**config.mk**
```make
export PLATFORM = sky130hd
export DESIGN_NAME = serial_tx
export DESIGN_NICKNAME = d
export VERILOG_FILES = /design/src/rtl/mdac_pkg.sv /design/src/rtl/tx_shift_reg.sv /design/src/rtl/serial_tx.sv
export SDC_FILE = /design/constraint.sdc
export NUM_CORES = 1
export LEC_CHECK = 0
export CORE_UTILIZATION = 50
export DETAILED_ROUTE_END_ITERATION = 10
export PLACE_DENSITY = 0.82
export SYNTH_ARGS = -nofsm -noshare
export SYNTH_HDL_FRONTEND = slang
export SYNTH_SLANG_ARGS = --single-unit
```
**constraint.sdc**
```tcl
create_clock -name clk -period 3 [get_ports clk]
set_clock_uncertainty 0.2 [all_clocks]
set_input_delay 0.75 -clock clk [delete_from_list [all_inputs] [get_ports clk]]
set_output_delay 0.75 -clock clk [all_outputs]
set_load 0.05 [all_outputs]
```
**src/rtl/mdac_pkg.sv**
```systemverilog
// Shared types and line-level constants for the serial link transmitter.
package mdac_pkg;
   typedef enum logic [2:0] {IDLE, START, DATA, PARITY, STOP} tx_state_t;

   localparam logic LINE_IDLE = 1'b1;
   localparam logic START_BIT = 1'b0;
   localparam logic STOP_BIT  = 1'b1;
endpackage

```
**src/rtl/tx_shift_reg.sv**
```systemverilog
// Loadable right-shift register for the transmit payload, built from the dff cell.
// bit0 always presents the next payload bit to be put on the line.
module dff #(
   parameter int W = 1
) (
   input  logic         clk,
   input  logic         reset_n,
   input  logic [W-1:0] d,
   output logic [W-1:0] q
);
   always_ff @(posedge clk or negedge reset_n) begin
      if (!reset_n) q <= '0;
      else          q <= d;
   end
endmodule

module tx_shift_reg #(
   parameter int DATA_W = 8
) (
   input  logic              clk,
   input  logic              reset_n,
   input  logic              load,
   input  logic              shift,
   input  logic [DATA_W-1:0] data,
   output logic              bit0
);
   logic [DATA_W-1:0] q;
   logic [DATA_W-1:0] d;

   always_comb begin
      d = q;
      if (load)       d = data;
      else if (shift) d = q >> 1;
   end

   dff #(.W(DATA_W)) u_dff (.clk(clk), .reset_n(reset_n), .d(d), .q(q));

   assign bit0 = q[0];
endmodule

```
**src/rtl/serial_tx.sv**
```systemverilog
// Frame transmitter: start bit, DATA_W bits LSB-first, optional even parity, stop bit.
// Define SERIAL_TX_PARITY_EN to insert the parity bit after the payload.
module serial_tx
   import mdac_pkg::*;
#(
   parameter int DATA_W       = 8,
   parameter int CLKS_PER_BIT = 4
) (
   input  logic              clk,
   input  logic              reset_n,
   input  logic [DATA_W-1:0] tx_data,
   input  logic              tx_valid,
   output logic              tx_ready,
   output logic              tx_serial,
   output logic              tx_busy,
   output logic              tx_done
);
   localparam int CNT_W = $clog2(CLKS_PER_BIT) + 1;
   localparam int IDX_W = $clog2(DATA_W) + 1;

   tx_state_t  state;
   logic [CNT_W-1:0] cnt;
   logic [IDX_W-1:0] idx;
   logic sr_bit, accept, bit_end, last_bit, sr_shift;

   assign accept   = (state == IDLE) && tx_valid;
   assign bit_end  = (state != IDLE) && (cnt == CNT_W'(CLKS_PER_BIT - 1));
   assign last_bit = (idx == IDX_W'(DATA_W - 1));
   // Shift on leaving each bit that consumed bit0, so bit0 is always the upcoming bit.
   assign sr_shift = bit_end && ((state == START) || (state == DATA && !last_bit));

   tx_shift_reg #(.DATA_W(DATA_W)) u_sr (
      .clk(clk), .reset_n(reset_n), .load(accept), .shift(sr_shift),
      .data(tx_data), .bit0(sr_bit)
   );

`ifdef SERIAL_TX_PARITY_EN
   logic parity;
   always_ff @(posedge clk or negedge reset_n) begin
      if (!reset_n)    parity <= 1'b0;
      else if (accept) parity <= ^tx_data;
   end
`endif

   always_ff @(posedge clk or negedge reset_n) begin
      if (!reset_n) begin
         state     <= IDLE;
         cnt       <= '0;
         idx       <= '0;
         tx_serial <= LINE_IDLE;
         tx_ready  <= 1'b1;
         tx_busy   <= 1'b0;
         tx_done   <= 1'b0;
      end else begin
         tx_done <= 1'b0;
         if (state != IDLE) cnt <= bit_end ? '0 : cnt + CNT_W'(1);
         case (state)
            IDLE: if (tx_valid) begin
               state     <= START;
               tx_serial <= START_BIT;
               tx_ready  <= 1'b0;
               tx_busy   <= 1'b1;
               cnt       <= '0;
               idx       <= '0;
            end
            START: if (bit_end) begin
               state     <= DATA;
               tx_serial <= sr_bit;
            end
            DATA: if (bit_end) begin
               if (last_bit) begin
                  idx <= '0;
`ifdef SERIAL_TX_PARITY_EN
                  state     <= PARITY;
                  tx_serial <= parity;
`else
                  state     <= STOP;
                  tx_serial <= STOP_BIT;
`endif
               end else begin
                  idx       <= idx + IDX_W'(1);
                  tx_serial <= sr_bit;
               end
            end
            PARITY: if (bit_end) begin
               state     <= STOP;
               tx_serial <= STOP_BIT;
            end
            STOP: if (bit_end) begin
               state     <= IDLE;
               tx_serial <= LINE_IDLE;
               tx_ready  <= 1'b1;
               tx_busy   <= 1'b0;
               tx_done   <= 1'b1;
            end
            default: begin
               state     <= IDLE;
               tx_serial <= LINE_IDLE;
               tx_ready  <= 1'b1;
               tx_busy   <= 1'b0;
            end
         endcase
      end
   end
endmodule
```
==> metrics.txt <==
GRT overflow 0; reg2reg setup slack 0.74 ns; total of cells resized after clock tree synthesis 0; Finished Cell Area 0.00133 mm²; CTS tree done; WP data required 2.05 ns; sequential power share 54.4%; wire length of the first global-routing pass 3530 µm; Yosys reg bits 22; CP Capture Type output port; yosys warns 0; DR vias 858; sequential area share after synthesis 48.7%; Avg Inst Size Synth 10.2 µm²; Clock Path Buffers 2; diode count 0; post-synth top area cell dfrtp_1; Initial DRC Count 6; Synth top cells by count dfrtp_1, nand2_1, o21ai_0, a21oi_1, nor2_1; synth unique cells 31; 1st-pass router iterations 4; DR vias/cell 5.64; Ports 15; GRT busiest layer met2; Detailed Route WL 2040 µm; Comb power frac 3.9%; CP top delay family buffers and inverters; Max Cap Viol 0; number of global-route vias before repair 809; Worst R2R Start state[1]$_DFFE_PN0P_; Clk Latency, worst-skew pair 0.31 ns; Slew HR 56.6%; Root Driver clkbuf_4; Die Wd 49.6 µm; worst hold path type reg -> reg; depth of the CTS H-tree 1; switching share of power 18.5%; postcts setup bufs 0; final hold viol count 0; CP peak stage delay 0.81 ns; die area 0.00246 mm²; Final min period 2.63 ns; worst setup path startpoint tx_ready$_DFFE_PN1P_; Slowest-stage cell, CP clkdlybuf4s50_1; Worst Path Max Fanout 3; share of cells above drive strength 1 13.6%; FILL cells 166; dpl cell area 0.00127 mm²; gr usage total 19.0%; WP buf/inv 1; RSZ-0062 raised after global routing false; number of flops mapped to enable cells by yosys 0; Async S/R FF share, synth 100%; largest net degree at the start of global routing 14; cells taking the most area after synthesis dfrtp_1, a22o_2, dfstp_2; cts bufs inserted 3; synthesized cell area 0.00113 mm²; Clk network pwr share 41.7%; Die Y 49.6 µm; GR Util met1 24.3%; Worst-path clk slew 0.13 ns; Hold Slack 0.294 ns; number of clock sinks 22; Pint 445 µW; Hold-fix buffers, CTS 0; R2R Path End u_sr.u_dff.q[5]$_DFFE_PN0P_; crit path launch type flop; Switch Pwr 101 µW; initial antenna violation count 0; setup tns final 0 ns; worst endpoint data arrival time 1.68 ns; Main synth FF type dfrtp_1; Final #Nets 140; post-synthesis to final-layout area growth 16.9%; met3 Usage GRT 3.09%; Cells after Synth 111; Setup CP Type reg -> out; outcome finished clean; measured slew at the worst slew-check pin 0.646 ns; met2 global-route usage 31.1%; top-area cell type share of the netlist area 44.1%; power per standard cell area 411 mW/mm²; core area 0.00204 mm²; Pleak 0.000627 µW; most frequent cell after synthesis dfrtp_1; final worst path period share 87.5%; routed wire length per instance 13.4 µm; gpl congestion 0.807; Critical Path Sink tx_ready; fmax 381 MHz; Synth Net Count 125; r2r worst-path depth 4; row cnt 16; Slew Viols, Final 0; VDD IR max 315 µV; final count of negative-setup-slack endpoints 0; initial core utilization 55.6%; Routed Antenna Nets 0; cells along the critical path clkdlybuf4s50_1; Port Buffers 14; post-detail-place hpwl 1510 µm; DR DRC count 0; critical path depth in cells 1
-- layer usage --
metal | wire length, µm | share of wire (%)
met1 | 977 | 48
met2 | 971 | 48
met3 | 52 | 2.6
met4 | 37 | 1.8
met5 | 0 | 0
-- metrics by stage --
step,power [µW],std cells,worst slack [ns],utilization [%]
after CTS,549,152,0.360,65.0
after global routing,561,152,0.331,65.0
after detailed placement,324,148,0.575,62.4
after global placement,323,148,0.637,62.4
after floorplan,303,111,1.01,-
final,545,152,0.375,65.0
-- logic make-up after synthesis --
kind of cell    Yosys count  synth area share (%)
compound gates           36                  23.0
xor+xnor                  1                 0.772
fa+ha+maj                 3                  3.31
buf+inv                   8                  4.74
flops                    22                  48.7
mux                       2                  1.87
simple gates             39                  17.5
-- worst min path at each step --
stage / to / from / cells past startpoint / slack (ns)
final: u_sr.u_dff.q[5]$_DFFE_PN0P_ / u_sr.u_dff.q[5]$_DFFE_PN0P_ / 1 / 0.29
after global placement: u_sr.u_dff.q[4]$_DFFE_PN0P_ / u_sr.u_dff.q[4]$_DFFE_PN0P_ / 1 / 0.26
after floorplan: cnt[0]$_DFF_PN0_ / reset_n / 0 / 0.25
after CTS: u_sr.u_dff.q[4]$_DFFE_PN0P_ / u_sr.u_dff.q[4]$_DFFE_PN0P_ / 1 / 0.29
after global routing: u_sr.u_dff.q[3]$_DFFE_PN0P_ / u_sr.u_dff.q[3]$_DFFE_PN0P_ / 1 / 0.31
after detailed placement: u_sr.u_dff.q[4]$_DFFE_PN0P_ / u_sr.u_dff.q[4]$_DFFE_PN0P_ / 1 / 0.27
-- power by group through the flow --
stage               combinational [µW]  clock, µW  sequential (µW)
finish                            21.1        228              297
global route                      23.4        241              297
CTS                               21.6        231              297
detailed placement                21.6          0              302
global placement                  21.3          0              302
floorplan                        0.746          0              302
-- flip-flops by register name, summed over array words and instances (netlist names) --
register / flops
tx_ready: 1
cnt: 3
idx: 4
state: 3
tx_serial: 1
tx_busy: 1
u_sr.u_dff.q: 8
tx_done: 1
-- placed cells by master (no fill, tap or decap), drive strengths merged, types with 4 or more instances in the layout --
master,count
dfrtp,20
nor3,4
nand3,4
a21oi,7
a21o,6
nand2,11
a22o,7
nand2b,4
o21ai,10
nor2,8
clkdlybuf4s50,14
-- layout make-up --
class	count	area (µm²)	share of cell area, %
tap	27	33.8	2.55
clock buffer	3	22.5	1.70
inverter	3	11.3	0.849
multi-input combinational	81	528	39.8
clock inverter	1	30.0	2.26
sequential	22	553	41.7
timing repair buffer	15	148	11.1
Note: power is estimated with default switching activity, not from simulation.
